## config.mk

```make
export PLATFORM = sky130hd
export DESIGN_NAME = comparador_serial_ctrl_flat
export DESIGN_NICKNAME = d
export VERILOG_FILES = /design/src/rtl/comparador_serial_ctrl_if.sv /design/src/rtl/comparador_serial_ctrl.sv /design/src/flat_wrapper.sv
export SDC_FILE = /design/constraint.sdc
export NUM_CORES = 1
export LEC_CHECK = 0
export ABC_AREA = 0
export ABC_CLOCK_PERIOD_IN_PS = 1800
export CORE_MARGIN = 1.5
export CORE_UTILIZATION = 50
export DETAILED_ROUTE_END_ITERATION = 10
export GPL_TIMING_DRIVEN = 0
export PLACE_DENSITY_LB_ADDON = 0.1
export SYNTH_ARGS = -nofsm -noshare
export SYNTH_HDL_FRONTEND = slang
export SYNTH_SLANG_ARGS = --single-unit
export TNS_END_PERCENT = 100
```

## constraint.sdc

```tcl
create_clock -name clk -period 1.8 [get_ports clk]
set_input_delay 0.54 -clock clk [delete_from_list [all_inputs] [get_ports clk]]
set_output_delay 0.54 -clock clk [all_outputs]
set_load 0.005 [all_outputs]
```

## src/rtl/comparador_serial_ctrl_if.sv

```systemverilog
// Start/operand/result bundle for the bit-serial magnitude comparator.
interface comparador_serial_ctrl_if #(
  parameter int unsigned N = 8
);
  localparam int unsigned BW = (N > 1) ? $clog2(N) : 1;

  logic          start;
  logic [N-1:0]  a;
  logic [N-1:0]  b;
  logic          busy;
  logic          done;
  logic          gt;
  logic          eq;
  logic          lt;
  logic [BW-1:0] bit_idx;

  modport master (
    output start, a, b,
    input  busy, done, gt, eq, lt, bit_idx
  );

  modport slave (
    input  start, a, b,
    output busy, done, gt, eq, lt, bit_idx
  );
endinterface

```

## src/rtl/comparador_serial_ctrl.sv

```systemverilog
// Bit-serial MSB-first magnitude comparator: one celdaTipica cell whose (P,Q)
// outputs are registered and fed back as (p,q) on the next bit.
module comparador_serial_ctrl #(
  parameter int unsigned N          = 8,
  parameter bit          EARLY_EXIT = 1'b0
) (
  input logic                    clk,
  input logic                    reset,
  comparador_serial_ctrl_if.slave bus
);
  localparam int unsigned BW = (N > 1) ? $clog2(N) : 1;
  localparam int unsigned CW = $clog2(N + 1);

  typedef enum logic [1:0] {
    IDLE = 2'd0,
    RUN  = 2'd1,
    DONE = 2'd2
  } state_t;

  state_t        state;
  state_t        state_nx;
  logic [N-1:0]  sa;
  logic [N-1:0]  sb;
  logic          pr;
  logic          qr;
  logic [CW-1:0] cnt;
  logic          busy_r;
  logic          done_r;
  logic          gt_r;
  logic          eq_r;
  logic          lt_r;
  logic [BW-1:0] bit_idx_r;
  logic          cell_p_c;
  logic          cell_q_c;
  logic          decided_c;

  // Cell: (0,1) equal follows the bit pair; (1,1) gt and (0,0) lt are absorbing
  always_comb begin
    cell_p_c = pr;
    cell_q_c = qr;
    if (!pr && qr) begin
      cell_p_c = sa[N-1] & ~sb[N-1];
      cell_q_c = ~(~sa[N-1] & sb[N-1]);
    end
    decided_c = EARLY_EXIT && ({cell_p_c, cell_q_c} != 2'b01);
  end

  always_ff @(posedge clk) begin
    if (reset) state <= IDLE;
    else       state <= state_nx;
  end

  always_comb begin
    state_nx = state;
    case (state)
      IDLE:    if (bus.start) state_nx = RUN;
      RUN:     if ((cnt == CW'(1)) || decided_c) state_nx = DONE;
      DONE:    state_nx = IDLE;
      default: state_nx = IDLE;
    endcase
  end

  // Datapath and registered outputs; results are decoded from the final cell state
  always_ff @(posedge clk) begin
    if (reset) begin
      sa        <= '0;
      sb        <= '0;
      pr        <= 1'b0;
      qr        <= 1'b1;
      cnt       <= '0;
      bit_idx_r <= '0;
      busy_r    <= 1'b0;
      done_r    <= 1'b0;
      gt_r      <= 1'b0;
      eq_r      <= 1'b0;
      lt_r      <= 1'b0;
    end else begin
      case (state)
        IDLE: begin
          if (bus.start) begin
            sa        <= bus.a;
            sb        <= bus.b;
            pr        <= 1'b0;
            qr        <= 1'b1;
            cnt       <= CW'(N);
            bit_idx_r <= BW'(N - 1);
            busy_r    <= 1'b1;
            gt_r      <= 1'b0;
            eq_r      <= 1'b0;
            lt_r      <= 1'b0;
          end
        end
        RUN: begin
          pr        <= cell_p_c;
          qr        <= cell_q_c;
          sa        <= sa << 1;
          sb        <= sb << 1;
          cnt       <= cnt - CW'(1);
          bit_idx_r <= bit_idx_r - BW'(1);
          if (state_nx == DONE) begin
            done_r <= 1'b1;
            gt_r   <= cell_p_c & cell_q_c;
            eq_r   <= ~cell_p_c & cell_q_c;
            lt_r   <= ~cell_p_c & ~cell_q_c;
          end
        end
        DONE: begin
          done_r <= 1'b0;
          busy_r <= 1'b0;
        end
        default: begin
          done_r <= 1'b0;
          busy_r <= 1'b0;
        end
      endcase
    end
  end

  assign bus.busy    = busy_r;
  assign bus.done    = done_r;
  assign bus.gt      = gt_r;
  assign bus.eq      = eq_r;
  assign bus.lt      = lt_r;
  assign bus.bit_idx = bit_idx_r;
endmodule

```

## src/flat_wrapper.sv

```systemverilog
// flat-port wrapper written by rule: the top's interface ports become plain ports
module comparador_serial_ctrl_flat 
#(
  parameter int unsigned N          = 8,
  parameter bit          EARLY_EXIT = 1'b0
)
  (clk, reset, bus_start, bus_a, bus_b, bus_busy, bus_done, bus_gt, bus_eq, bus_lt, bus_bit_idx);
  comparador_serial_ctrl_if #(.N(N)) bus_i ();
  input logic clk;
  input logic reset;
  input wire logic [$bits(bus_i.start)-1:0] bus_start;
  input wire logic [$bits(bus_i.a)-1:0] bus_a;
  input wire logic [$bits(bus_i.b)-1:0] bus_b;
  output wire logic [$bits(bus_i.busy)-1:0] bus_busy;
  output wire logic [$bits(bus_i.done)-1:0] bus_done;
  output wire logic [$bits(bus_i.gt)-1:0] bus_gt;
  output wire logic [$bits(bus_i.eq)-1:0] bus_eq;
  output wire logic [$bits(bus_i.lt)-1:0] bus_lt;
  output wire logic [$bits(bus_i.bit_idx)-1:0] bus_bit_idx;
  assign bus_i.start = bus_start;
  assign bus_i.a = bus_a;
  assign bus_i.b = bus_b;
  assign bus_busy = bus_i.busy;
  assign bus_done = bus_i.done;
  assign bus_gt = bus_i.gt;
  assign bus_eq = bus_i.eq;
  assign bus_lt = bus_i.lt;
  assign bus_bit_idx = bus_i.bit_idx;
  comparador_serial_ctrl #(.N(N), .EARLY_EXIT(EARLY_EXIT)) u_core (.clk(clk), .reset(reset), .bus(bus_i));
endmodule
```

==> results.toml <==
[worst_setup_path]
timing.rr.end = "u_core.bus.lt$_SDFFE_PP0P_"
cp_slowest_cell = "clkdlybuf4s50_1"
path_max_fanout = 4
path_cells = "clkdlybuf4s50_1"
worstSetupPathType = "flip-flop to output pin"
setup.worst_path.start_class = "flip-flop"
cp_data_required_time_ns = 1.26
critical_path_depth = 1
critPathArrivalTime_ns = 1.22
critical-path-max-stage-delay_ns = 0.51
worstSetupEndpointType = "output pin"
r2r_start = "u_core.cnt[1]$_SDFFE_PP0P_"
cp_top_family = "buffers and inverters"
r2r_cells = 5
path_buf_inv = 1
reg2reg_setup_slack_ns = 0.48

[synthesis]
synth_area_leaders = "dfxtp_1, a21oi_1, o22ai_1"
yosysTopAreaCell = "dfxtp_1"
postSynthAreaPerCell_sq_um = 9.038
syn-num-nets = 174
async_flop_share = 0
synth_edf_count = 0
netlist_instances = 152
yosysWarningCount = 0
syn_area_sq_um = 1374
synth_top_area_frac = 0.4663
yosysSeqAreaShare = 0.4663
ys.flop_type = "dfxtp_1"
synthDistinctLibCells = 36
ys_seq_elements = 32

[grt]
grt.total_usage = 0.2152
grt_pass1_wl_um = 5119
grt_max_degree = 11
grt_pass1_vias = 1195
overflow = 0
antenna_found_initial = 0

[die]
fp.coreArea_sq_um = 2545
rows = 18
die_area_sq_um = 3071
fp.dieH_um = 55.42
initial_core_util = 0.5398
die_w_um = 55.42
io_pins = 27

[detailed_routing]
firstDrtPassIters = 4
drt_iter0_drc = 21
via_per_inst = 5.708
antenna_left = 0
post-route-drc-count = 0
avgRoutedWirePerCell_um = 14.33
wl_um = 3095
vias = 1233

[clock_network]
cts_setup_buffers = 0
htreeDepth = 2
cts.sinks = 32
cts_max_path_buffers = 2
cts_resized = 0
clockRootBuffer = "clkbuf_4"
cts_tree = "done"
clkSlewWorstSetupHoldPaths_ns = 0.09
hold_buffers = 0
cts_made_buffers = 5
worstSkewPairLatency_ns = 0.35

[cells_and_area]
drive_above_1_share = 0.1022
n_fill_cell = 204
diodes = 0
area_delta_synth_final_pct = 26.14
design_area_sq_um = 1733
final_nets = 207
final_cells = 216

[sta]
finalHoldViolCount = 0
tightest_slew_ns = 0.5176
fmax_ghz = 0.5695
period_minus_slack_ns = 1.756
maxSlewHeadroom = 0.6542
drv_slew = 0
grt_setup_unrepaired = "no"
setup_tns_ns = 0
fin_crit_sh = 0.9755
setup_viol = 0
clock_skew_ns = 0.006374

[power_and_ir_drop]
power_density_nw_per_um2 = 884.4
power_mw = 1.533
vdd_drop_max_mv = 0.7321
p_leak_nw = 0.6487

[worst_hold_path]
hold_path_depth = 1
hold_class = "flip-flop to flip-flop"
hold_end = "u_core.bus.bit_idx[0]$_SDFFE_PP0P_"
holdCritStartpoint = "u_core.bus.bit_idx[0]$_SDFFE_PP0P_"

[place]
dpl_cell_area_sq_um = 1672
dp_hpwl_um = 2219
gp_congestion = 0.8008
placed_cells = 208
port_buffers = 26

[outcome]
status = "finished, final reports clean"

[run]
drv_cap = 0
power by group:
part	total, mW	switching [mW]	internal, mW
Combinational	0.284	0.132	0.151
Clock	0.441	0.249	0.192
Sequential	0.807	0.0389	0.768
Total	1.53	0.420	1.11
how the worst max path moves through the flow:
stage,slack (ns),start,end
3_5_place_dp,-0.13,bus_start,u_core.sa[3]$_SDFFE_PP0P_
4_1_cts,0.0005,u_core.bus.bit_idx[0]$_SDFFE_PP0P_,bus_bit_idx[0]
5_1_grt,0.009,u_core.bus.eq$_SDFFE_PP0P_,bus_eq
6_report,0.04,u_core.bus.bit_idx[0]$_SDFFE_PP0P_,bus_bit_idx[0]
3_3_place_gp,-0.11,bus_start,u_core.sb[7]$_SDFFE_PP0P_
2_1_floorplan,0.54,bus_start,u_core.sa[2]$_SDFFE_PP0P_
per-stage QoR:
step	setup slack (ns)	hold slack (ns)	util
6_report	0.04407	0.4627	0.6809
5_1_grt	0.008794	0.4802	0.6809
4_1_cts	0.0005260	0.4750	0.6799
3_5_place_dp	-0.1269	0.4634	0.6568
3_3_place_gp	-0.1098	0.4486	0.6568
2_1_floorplan	0.5374	0.4545	-
state kept, by name, summed over array words and instances (netlist names):
name,cells
u_core.state,2
u_core.qr,1
u_core.bus.bit_idx,3
u_core.bus.eq,1
u_core.sb,8
u_core.pr,1
u_core.cnt,4
u_core.bus.done,1
u_core.bus.lt,1
u_core.bus.gt,1
u_core.bus.busy,1
u_core.sa,8
layout by cell type (no fill, tap or decap), drive strengths merged:
cell           instances
o32a                   1
inv                    7
and2b                  1
o2111ai                1
dfxtp                 32
nor3b                  3
nand3b                 1
nand2                  5
nand3                  1
and4bb                 1
a211oi                 2
nand4                  1
buf                    6
a21oi                 19
a22oi                  2
o21ai                 21
and3                   1
o21ba                  1
nand2b                 3
mux2i                  3
nor2                   7
clkdlybuf4s50         26
a32o                   1
a221oi                 1
o21bai                 1
xnor2                  1
ha                     3
nor3                   4
o22ai                 14
nor2b                  4
clkbuf                12
synthesized netlist by cell type (2+ instances only):
library cell,count
ha_1,3
nand2_1,5
nor2b_1,4
dfxtp_1,32
buf_6,2
a21oi_1,19
nor3_1,4
nor2_1,7
a22oi_1,2
o22ai_1,14
nor3b_1,3
a211oi_1,2
nand2b_1,2
inv_1,6
o21ai_1,4
mux2i_1,3
buf_4,3
o21ai_0,16
clkbuf_1,4
cell type report:
type	instances	area, sq um	area share
Buffer	10	65.06	0.03755
Clock buffer	8	58.81	0.03394
Inverter	7	26.28	0.01516
Multi-Input combinational cell	103	641.9	0.3704
Sequential cell	32	643.1	0.3711
Tap cell	30	37.54	0.02166
Timing Repair Buffer	26	260.3	0.1502
worst register-to-register path, cell delays in order (launching register included):
cell	delay, ns
dfxtp_1	0.34
inv_1	0.07
ha_1	0.17
and4bb_2	0.25
and3_4	0.19
a32o_1	0.20
cells by family (layout without fill, tap and decap cells):
kind of cell,after synthesis,count (layout),synth area share
mux,3,3,0.02186
flops,32,32,0.4663
compound gates,64,64,0.2741
xor+xnor,1,1,0.006376
simple gates,32,32,0.1375
fa+ha+maj,3,3,0.02733
buf+inv,17,51,0.06647
layer usage:
layer	GRT usage	share of wire	vias to the layer above	wire length [um]
li1	-	-	621	-
met1	0.2571	0.44	564	1361
met2	0.3299	0.48	38	1482
met3	0.05621	0.055	10	170
met4	0.1603	0.026	0	82
met5	0	0	-	0
Note: power is estimated with default switching activity, not from simulation.
